`src/rtl/quotient_div_pkg.sv`:
```
//------------------------------------------------------------------------------
// Module   : div_pkg
// Brief    : Shared types and helpers for the quotient_div iterative divider.
// Revision : 1.0 - initial release
//------------------------------------------------------------------------------
`default_nettype none

package div_pkg;

    typedef enum logic [1:0] {
        IDLE = 2'd0,
        CALC = 2'd1,
        FIX  = 2'd2,
        DONE = 2'd3
    } state_t;

    // Counter width able to hold value-1; never narrower than one bit.
    function automatic int clog2(input int value);
        int w;
        w = 1;
        for (int i = 1; i < 32; i++) begin
            if (((value - 1) >> i) != 0) begin
                w = i + 1;
            end
        end
        return w;
    endfunction

    function automatic logic [63:0] sat_max(input int width, input bit is_signed);
        return is_signed ? ((64'd1 << (width - 1)) - 64'd1) : ((64'd1 << width) - 64'd1);
    endfunction

    // Bit pattern of the most negative value (zero for unsigned operands).
    function automatic logic [63:0] sat_min(input int width, input bit is_signed);
        return is_signed ? (64'd1 << (width - 1)) : 64'd0;
    endfunction

endpackage

`default_nettype wire

```
`src/rtl/quotient_div_if.sv`:
```
//------------------------------------------------------------------------------
// Module   : quotient_div_if
// Brief    : Operand/result handshake bundle for quotient_div.
// Revision : 1.0 - initial release
//------------------------------------------------------------------------------
`default_nettype none

interface quotient_div_if #(
    parameter int NSIZE = 32,
    parameter int DSIZE = 16
);
    logic             in_valid;
    logic             in_ready;
    logic [NSIZE-1:0] n;
    logic [DSIZE-1:0] d;
    logic             out_valid;
    logic             out_ready;
    logic [NSIZE-1:0] q;
    logic [DSIZE-1:0] r;
    logic             div_zero;
    logic             ovf;

    modport master (
        output in_valid, n, d, out_ready,
        input  in_ready, out_valid, q, r, div_zero, ovf
    );

    modport slave (
        input  in_valid, n, d, out_ready,
        output in_ready, out_valid, q, r, div_zero, ovf
    );
endinterface

`default_nettype wire

```
`src/rtl/quotient_div_step.sv`:
```
//------------------------------------------------------------------------------
// Module   : div_step
// Brief    : Combinational single restoring-division step.
// Revision : 1.0 - initial release
//------------------------------------------------------------------------------
`default_nettype none

module div_step #(
    parameter int DSIZE = 16
) (
    input  wire  [DSIZE:0]   i_rem,
    input  wire              i_bit,
    input  wire  [DSIZE-1:0] i_dabs,
    output logic [DSIZE:0]   o_rem,
    output logic             o_qbit
);
    logic [DSIZE:0] w_shift;

    // Incoming remainder is always below |d|, so its top bit can be dropped.
    assign w_shift = {i_rem[DSIZE-1:0], i_bit};
    assign o_qbit  = (w_shift >= {1'b0, i_dabs});
    assign o_rem   = o_qbit ? (w_shift - {1'b0, i_dabs}) : w_shift;
endmodule

`default_nettype wire

```
`src/rtl/quotient_div.sv`:
```
//------------------------------------------------------------------------------
// Module   : quotient_div
// Brief    : Iterative signed/unsigned restoring divider, one quotient bit per
//            enabled cycle. Define QUOT_ROUND_EN for round-half-away-from-zero.
// Revision : 1.0 - initial release
//------------------------------------------------------------------------------
`default_nettype none

module quotient_div
    import div_pkg::*;
#(
    parameter int NSIZE  = 32,
    parameter int DSIZE  = 16,
    parameter bit SIGNED = 1'b1
) (
    input wire            clk,
    input wire            rst_n,
    input wire            ce,
    quotient_div_if.slave bus
);
    localparam int               c_CNT_W = clog2(NSIZE);
    localparam logic [NSIZE-1:0] c_QMAX  = NSIZE'(sat_max(NSIZE, SIGNED));
    localparam logic [NSIZE-1:0] c_QMIN  = NSIZE'(sat_min(NSIZE, SIGNED));

    state_t               r_state;
    state_t               w_next;
    logic [NSIZE-1:0]     r_nq;
    logic [DSIZE:0]       r_rem;
    logic [DSIZE-1:0]     r_dabs;
    logic [c_CNT_W-1:0]   r_cnt;
    logic                 r_sq;
    logic                 r_sr;
    logic                 r_dz;
    logic [NSIZE-1:0]     r_q;
    logic [DSIZE-1:0]     r_r;
    logic                 r_div_zero;
    logic                 r_ovf;

    logic                 w_nneg;
    logic                 w_dneg;
    logic [NSIZE-1:0]     w_nabs;
    logic [DSIZE-1:0]     w_dabs;
    logic                 w_dzero;
    logic [DSIZE:0]       w_step_rem;
    logic                 w_qbit;
    logic [DSIZE-1:0]     w_mag_r;
    logic [NSIZE:0]       w_mag_ext;
    logic [NSIZE:0]       w_limit;
    logic                 w_ovf;
    logic [NSIZE-1:0]     w_q_fix;
    logic [DSIZE-1:0]     w_r_fix;
`ifdef QUOT_ROUND_EN
    logic                 w_round;
`endif

    generate
        if (SIGNED) begin : g_signed
            assign w_nneg = bus.n[NSIZE-1];
            assign w_dneg = bus.d[DSIZE-1];
        end else begin : g_unsigned
            assign w_nneg = 1'b0;
            assign w_dneg = 1'b0;
        end
    endgenerate

    // Negating the most negative dividend yields 2^(NSIZE-1) read as unsigned.
    assign w_nabs  = w_nneg ? ((~bus.n) + NSIZE'(1)) : bus.n;
    assign w_dabs  = w_dneg ? ((~bus.d) + DSIZE'(1)) : bus.d;
    assign w_dzero = (bus.d == '0);

    div_step #(
        .DSIZE (DSIZE)
    ) u_step (
        .i_rem  (r_rem),
        .i_bit  (r_nq[NSIZE-1]),
        .i_dabs (r_dabs),
        .o_rem  (w_step_rem),
        .o_qbit (w_qbit)
    );

    always_ff @(posedge clk or negedge rst_n) begin
        if (!rst_n) begin
            r_state <= IDLE;
        end else begin
            r_state <= w_next;
        end
    end

    always_comb begin
        w_next = r_state;
        unique case (r_state)
            IDLE: if (ce && bus.in_valid) w_next = w_dzero ? FIX : CALC;
            CALC: if (ce && (r_cnt == '0)) w_next = FIX;
            FIX:  if (ce) w_next = DONE;
            DONE: if (ce && bus.out_ready) w_next = IDLE;
            default: w_next = IDLE;
        endcase
    end

    always_comb begin
        w_mag_r   = r_rem[DSIZE-1:0];
        w_mag_ext = {1'b0, r_nq};
`ifdef QUOT_ROUND_EN
        w_round   = ({w_mag_r, 1'b0} >= {1'b0, r_dabs});
        if (w_round) begin
            w_mag_ext = {1'b0, r_nq} + (NSIZE+1)'(1);
        end
`endif
        // Negative quotients may reach one past the positive maximum.
        w_limit = r_sq ? {1'b0, c_QMIN} : {1'b0, c_QMAX};
        w_ovf   = (w_mag_ext > w_limit);
        w_r_fix = r_sr ? (-w_mag_r) : w_mag_r;
`ifdef QUOT_ROUND_EN
        if (w_round && !w_ovf) begin
            w_r_fix = r_sr ? (r_dabs - w_mag_r) : (w_mag_r - r_dabs);
        end
`endif
        if (r_dz) begin
            w_q_fix = r_sr ? c_QMIN : c_QMAX;
            w_r_fix = r_rem[DSIZE-1:0];
        end else if (w_ovf) begin
            w_q_fix = r_sq ? c_QMIN : c_QMAX;
        end else begin
            w_q_fix = r_sq ? (-w_mag_ext[NSIZE-1:0]) : w_mag_ext[NSIZE-1:0];
        end
    end

    always_ff @(posedge clk or negedge rst_n) begin
        if (!rst_n) begin
            r_nq       <= '0;
            r_rem      <= '0;
            r_dabs     <= '0;
            r_cnt      <= '0;
            r_sq       <= 1'b0;
            r_sr       <= 1'b0;
            r_dz       <= 1'b0;
            r_q        <= '0;
            r_r        <= '0;
            r_div_zero <= 1'b0;
            r_ovf      <= 1'b0;
        end else if (ce) begin
            unique case (r_state)
                IDLE: begin
                    if (bus.in_valid) begin
                        r_nq   <= w_nabs;
                        r_dabs <= w_dabs;
                        r_sq   <= w_nneg ^ w_dneg;
                        r_sr   <= w_nneg;
                        r_dz   <= w_dzero;
                        r_cnt  <= c_CNT_W'(NSIZE - 1);
                        // A zero divisor skips CALC; park n's low bits as the remainder.
                        r_rem  <= w_dzero ? {1'b0, bus.n[DSIZE-1:0]} : '0;
                    end
                end
                CALC: begin
                    r_rem <= w_step_rem;
                    r_nq  <= {r_nq[NSIZE-2:0], w_qbit};
                    r_cnt <= r_cnt - c_CNT_W'(1);
                end
                FIX: begin
                    r_q        <= w_q_fix;
                    r_r        <= w_r_fix;
                    r_div_zero <= r_dz;
                    r_ovf      <= ~r_dz & w_ovf;
                end
                default: ;
            endcase
        end
    end

    assign bus.in_ready  = (r_state == IDLE);
    assign bus.out_valid = (r_state == DONE);
    assign bus.q         = r_q;
    assign bus.r         = r_r;
    assign bus.div_zero  = r_div_zero;
    assign bus.ovf       = r_ovf;
endmodule

`default_nettype wire

```
`src/flat_wrapper.sv`:
```
// flat-port wrapper written by rule: the top's interface ports become plain ports
module quotient_div_flat import div_pkg::*;
#(
    parameter int NSIZE  = 32,
    parameter int DSIZE  = 16,
    parameter bit SIGNED = 1'b1
)
  (clk, rst_n, ce, bus_in_valid, bus_n, bus_d, bus_out_ready, bus_in_ready, bus_out_valid, bus_q, bus_r, bus_div_zero, bus_ovf);
  quotient_div_if #(.NSIZE(NSIZE), .DSIZE(DSIZE)) bus_i ();
  input wire clk;
  input wire rst_n;
  input wire ce;
  input wire logic [$bits(bus_i.in_valid)-1:0] bus_in_valid;
  input wire logic [$bits(bus_i.n)-1:0] bus_n;
  input wire logic [$bits(bus_i.d)-1:0] bus_d;
  input wire logic [$bits(bus_i.out_ready)-1:0] bus_out_ready;
  output wire logic [$bits(bus_i.in_ready)-1:0] bus_in_ready;
  output wire logic [$bits(bus_i.out_valid)-1:0] bus_out_valid;
  output wire logic [$bits(bus_i.q)-1:0] bus_q;
  output wire logic [$bits(bus_i.r)-1:0] bus_r;
  output wire logic [$bits(bus_i.div_zero)-1:0] bus_div_zero;
  output wire logic [$bits(bus_i.ovf)-1:0] bus_ovf;
  assign bus_i.in_valid = bus_in_valid;
  assign bus_i.n = bus_n;
  assign bus_i.d = bus_d;
  assign bus_i.out_ready = bus_out_ready;
  assign bus_in_ready = bus_i.in_ready;
  assign bus_out_valid = bus_i.out_valid;
  assign bus_q = bus_i.q;
  assign bus_r = bus_i.r;
  assign bus_div_zero = bus_i.div_zero;
  assign bus_ovf = bus_i.ovf;
  quotient_div #(.NSIZE(NSIZE), .DSIZE(DSIZE), .SIGNED(SIGNED)) u_core (.clk(clk), .rst_n(rst_n), .ce(ce), .bus(bus_i));
endmodule
```
`config.mk`:
```
export PLATFORM = sky130hd
export DESIGN_NAME = quotient_div_flat
export DESIGN_NICKNAME = d
export VERILOG_FILES = /design/src/rtl/quotient_div_pkg.sv /design/src/rtl/quotient_div_if.sv /design/src/rtl/quotient_div_step.sv /design/src/rtl/quotient_div.sv /design/src/flat_wrapper.sv
export SDC_FILE = /design/constraint.sdc
export NUM_CORES = 1
export LEC_CHECK = 0
export CORE_MARGIN = 2
export CORE_UTILIZATION = 32
export CTS_CLUSTER_DIAMETER = 30
export DETAILED_ROUTE_END_ITERATION = 16
export PLACE_DENSITY = 0.55
export SYNTH_ARGS = -nofsm -noshare
export SYNTH_HDL_FRONTEND = slang
export SYNTH_HIERARCHICAL = 1
export SYNTH_SLANG_ARGS = --single-unit
```
`constraint.sdc`:
```
create_clock -name clk -period 6.63 [get_ports clk]
set_input_delay 1.326 -clock clk [delete_from_list [all_inputs] [get_ports clk]]
set_output_delay 1.326 -clock clk [all_outputs]
set_load 0.01 [all_outputs]
```
==> run_results.csv <==
group,metric,value,unit
timing,setup_viol,0,
detailed_routing,firstDrtPassIters,7,
placement,hpwl,20700,um
power,power,5.99,mW
setup_path,required,7.00,ns
timing,tightest_slew,1.14,ns
detailed_routing,post_drt_wl_per_cell,17.5,um
power,p_seq_frac,0.274,
timing,slew_violations,0,
power,clkPwrFrac,0.164,
clock_network,htree_levels,4,
clock_network,cts_hold_buf,0,
detailed_routing,vias_per_cell,5.39,
detailed_routing,drc,0,
detailed_routing,postRouteAntennaNets,0,
setup_path,r2r_slack,2.63,ns
setup_path,crit_path_max_fanout,22,
power,p_int,3.24,mW
final_layout,layout_commonest_cell,"nand2_1",
clock_network,cts.clk_slew.worst_paths,0.07,ns
setup_path,crit_path_start_kind,"flop",
min_path,hold_class,"flop to flop",
floorplan,fp.dieH,175,um
synth,yosysWarnings,6,
setup_path,worst-setup-path-type,"flop to flop",
clock_network,cts_resized,0,
clock_network,clock_path_buffers,2,
timing,layout_worst_path_cycle_share,0.603,
final_layout,layout_common_cells,"nand2_1, dfrtp_1, o21ai_0, nor2_1, clkdlybuf4s50_1",
timing,final.min_clock_period,4.00,ns
final_layout,syn2layout_area_growth,20.2,%
setup_path,r2r_end,"u_core/bus.q[26]",
power,p_leak,4.59,nW
floorplan,die_x,175,um
job,maxCapViolCount,0,
detailed_routing,via_count,8676,
synth,postSynthCellCount,1150,
clock_network,worst_skew_pair.late_latency,0.43,ns
setup_path,reg2reg_from,"u_core/r_sq",
power,pwr_density_cell,530,nW/um^2
min_path,worstHoldStart,"u_core/bus.r[0]",
setup_path,reg2reg_depth,9,
global_route,grt_start_max_net_pins,89,
placement,gp_congestion,0.853,
floorplan,die-area,30800,um^2
min_path,hold_depth,2,
floorplan,coreArea,28900,um^2
power,p_switching,2.75,mW
detailed_routing,wl,28200,um
timing,final.setup.tns,0,ns
floorplan,num_rows,62,
placement,numPortBuffers,104,
setup_path,endpoint_kind,"flop",
timing,hold_viol_final,0,
global_route,grt_pass1_vias,8163,
timing,rsz0062_at_grt,"false",
floorplan,initial_core_util,0.326,
final_layout,fillers,2954,
clock_network,cts_tree,"done",
final_layout,nets,1325,
status,run_status,"finished, final reports clean",
timing,skew,0.0148,ns
final_layout,final_area,11300,um^2
synth,syn_nets,1262,
setup_path,arrival,4.37,ns
synth,syn_area,9410,um^2
final_layout,n_antenna_cell,0,
power,comb_power_share,0.562,
clock_network,cts_root_buf,"clkbuf_16",
global_route,antenna_found_initial,0,
placement,postPlaceCellArea,10700,um^2
global_route,gr-usage-all-layers,0.186,
final_layout,layout-drive-gt1-share,0.0726,
timing,maxSlewHeadroom,0.237,
clock_network,cts_setup_buffers,0,
synth,syn_area_per_cell,8.18,um^2
global_route,grt_pass1_wl,45700,um
detailed_routing,drtIter0Drc,734,
power,switching_share,0.459,
min_path,min_to,"u_core/bus.r[0]",
clock_network,cts.sink_count,124,
timing,max_freq,0.250,GHz
global_route,overflow,0,
power,ir_worst_vdd,0.175,mV
clock_network,numCtsBuffers,17,
floorplan,io_pins,105,
## area by class of cell
class,instances,area [um^2],share of cell area
multi-input combinational,917,5860,0.518
timing repair buffer,113,1110,0.0978
tap,384,480,0.0425
clock buffer,19,443,0.0392
inverter,40,150,0.0133
clock inverter,13,163,0.0144
sequential,124,3100,0.275
## through the flow
step	cells	hold WS [ns]	util	worst slack, ns
2_1_floorplan	1150	0.449	-	3.13
4_1_cts	1610	0.481	0.392	2.68
5_1_grt	1610	0.511	0.392	2.33
6_report	1610	0.477	0.392	2.63
3_5_place_dp	1578	0.468	0.371	2.39
3_3_place_gp	1578	0.464	0.371	2.44
## metal layers
metal / global-route usage / up-vias / share of wire
li1: - / 4275 / -
met1: 0.284 / 4083 / 0.50
met2: 0.267 / 282 / 0.41
met3: 0.0314 / 36 / 0.065
met4: 0.0551 / 0 / 0.019
met5: 0 / - / 0
## flip-flops by register name (all words and copies together), names as in the netlist
name,count
u_core/r_state,2
u_core/r_sq,1
u_core/r_cnt,5
u_core/r_dz,1
u_core/bus.r,16
u_core/r_rem,16
u_core/r_nq,32
u_core/r_dabs,16
u_core/bus.ovf,1
u_core/bus.q,32
u_core/bus.div_zero,1
u_core/r_sr,1
## worst max-delay path by stage
stage | to | from | depth (start not counted) | slack, ns
after CTS | u_core/bus.q[6] | u_core/r_sq | 9 | 2.68
final | u_core/bus.q[26] | u_core/r_sq | 9 | 2.63
after global routing | u_core/bus.q[15] | u_core/r_sq | 9 | 2.33
after detailed placement | u_core/r_state[0] | bus_d[6] | 7 | 2.39
after global placement | u_core/r_state[0] | bus_d[7] | 7 | 2.44
after floorplan | u_core/bus.q[19] | u_core/r_sq | 12 | 3.13
## critical path: stages (launching register included)
cell       delay [ns]
dfrtp_2          0.39
inv_1            0.62
ha_1             0.39
nand4_1          0.19
nor2_1           0.08
a221oi_1         0.30
o211ai_1         0.41
a21o_1           0.45
a2111oi_0        0.89
o21ba_2          0.22
## power by group through the flow
stage / Sequential [mW] / Combinational [mW] / Clock [mW]
after floorplan: 1.47 / 2.46 / 0
after global placement: 1.64 / 3.29 / 0
after detailed placement: 1.65 / 3.34 / 0
after CTS: 1.64 / 3.36 / 1.00
after global routing: 1.70 / 3.77 / 1.03
final: 1.64 / 3.37 / 0.980
No activity file was read; power rests on OpenSTA's default activity.
==> variant, RTL diff (same flow settings) <==
Add a define of `QUOT_ROUND_EN`.
--- a/src/rtl/quotient_div.sv
+++ b/src/rtl/quotient_div.sv
@@ -6,4 +6,6 @@
 //------------------------------------------------------------------------------
 `default_nettype none
+
+`define QUOT_ROUND_EN
 
 module quotient_div
Function: same outputs for any inputs over 4 cycles, from zero or initial values and one cycle with rst_n low; that may be too few to reach the edited logic, so the function may still have changed.
==> variant against the original RTL <==
  * Worst setup slack got worse by 2.0 ns
  * Critical path depth rose by 11
  * Area after synthesis is 31% higher
  * Core utilization shrank 1.2 points
  * Power rose by 41%
  * Hold slack improved by 0.0013 ns
  * Design area increased by 27%
  * Wire length grew 51%
  * Sequential cell count is the same
  * Highest routed layer unchanged
==> variant: results <==
set metrics [dict create \
    grt_max_degree 102 \
    yosysWarnings 6 \
    dpl_cell_area_um2 13700 \
    worstRegToRegCells 20 \
    synthCells 1572 \
    clk_pin_slew_ns 0.06 \
    routed_wl_um 42600 \
    dp_hpwl_um 32500 \
    grt_pass1_vias 11300 \
    numPortBuffers 104 \
    htree_levels 4 \
    fin_nets 1779 \
    path_max_fanout 27 \
    tightest_slew_ns 1.20 \
    min_path_cells 2 \
    cts_setup_buffers 0 \
    num-fill-cells 3914 \
    grt_first_pass_wirelength_um 66200 \
    drive_gt1_frac 0.0735 \
    gp_congestion 0.894 \
    cts_buffers 17 \
    vdd_drop_max_mv 0.466 \
    leakage_nw 5.94 \
    clkLatencyLatePin_ns 0.44 \
    initial_core_util 0.326 \
    dp_slack_ns 0.494 \
    hp-class "flop to flop" \
    drt-pass1-iter-count 6 \
    status "completed" \
    insertedDiodeCount 0 \
    cp.arrival_ns 6.30 \
    synth_nets 1732 \
    root_buffer "clkbuf_16" \
    first_iter_violations 1144 \
    final_cell_count_no_fill 2143 \
    grt.total_usage 0.216 \
    cts_buffer_depth 2 \
    avgViaCountPerCell 5.70 \
    antenna_found_initial 0 \
    fin_worst_skew_ns 0.00952 \
]
==> variant: metal layers <==
metal / track usage / routed length (um) / vias up
met3: 0.0366 / 2960 / 50
met1: 0.324 / 21000 / 5854
met2: 0.314 / 17900 / 473
met5: 0 / 0 / -
li1: - / - / 5844
met4: 0.0615 / 776 / 0
==> variant: report_power, final <==
part,switching (W),total [W],leakage [nW],internal (W)
Combinational,0.00345,0.00586,4.15,0.00240
Sequential,0.000502,0.00161,1.50,0.00111
Clock,0.000395,0.000955,0.285,0.000560
==> variant: worst max-delay path, cell delays in order, from the launching register on <==
cell and delay, ns:
dfrtp_1 0.45, ha_1 0.36, nand2_1 0.06, o21ai_0 0.46, nand2_1 0.57, a31oi_2 0.52
nand4_1 0.20, xor2_1 0.29, inv_1 0.10, ha_1 0.30, nand4_1 0.14, nor4_1 0.47
nand4_1 0.16, nor4b_1 0.18, o2bb2ai_1 0.18, nor2_1 0.17, buf_4 0.33, nand2_1 0.23
o31ai_1 0.29, mux2i_1 0.15, a211o_1 0.23
==> variant: cell type report <==
class / instances / area [um^2] / share of cell area
clock buffers: 17 / 425 / 0.0297
clock inverters: 15 / 164 / 0.0114
inverters: 97 / 364 / 0.0254
multi-input cells: 1259 / 8480 / 0.592
flip-flops and latches: 124 / 3100 / 0.217
well taps: 511 / 639 / 0.0446
repair buffers: 120 / 1160 / 0.0808
==> variant: final timing paths <==
path                                     start             endpoint  slack, ns
setup / recovery              u_core/r_rem[11]     u_core/bus.q[24]       0.66
hold / removal             u_core/bus.div_zero  u_core/bus.div_zero       0.48
setup reg to reg              u_core/r_rem[11]     u_core/bus.q[24]       0.66
hold reg to reg            u_core/bus.div_zero  u_core/bus.div_zero       0.48
max in group asynchronous                rst_n      u_core/r_nq[17]       4.29
min in group asynchronous                rst_n     u_core/bus.r[11]       1.07
==> variant: metrics by stage <==
stage                     hold slack [ns]   util
after floorplan                     0.465      -
after global placement              0.466  0.364
after detailed placement            0.474  0.364
after CTS                           0.487  0.380
after global routing                0.504  0.380
final                               0.478  0.380
==> variant: repair_timing <==
item | 4_1_cts | 5_1_grt
hold buffers | 0 | 0
gates resized for setup | 0 | 1
endpoints found under the setup margin | 0 | 10
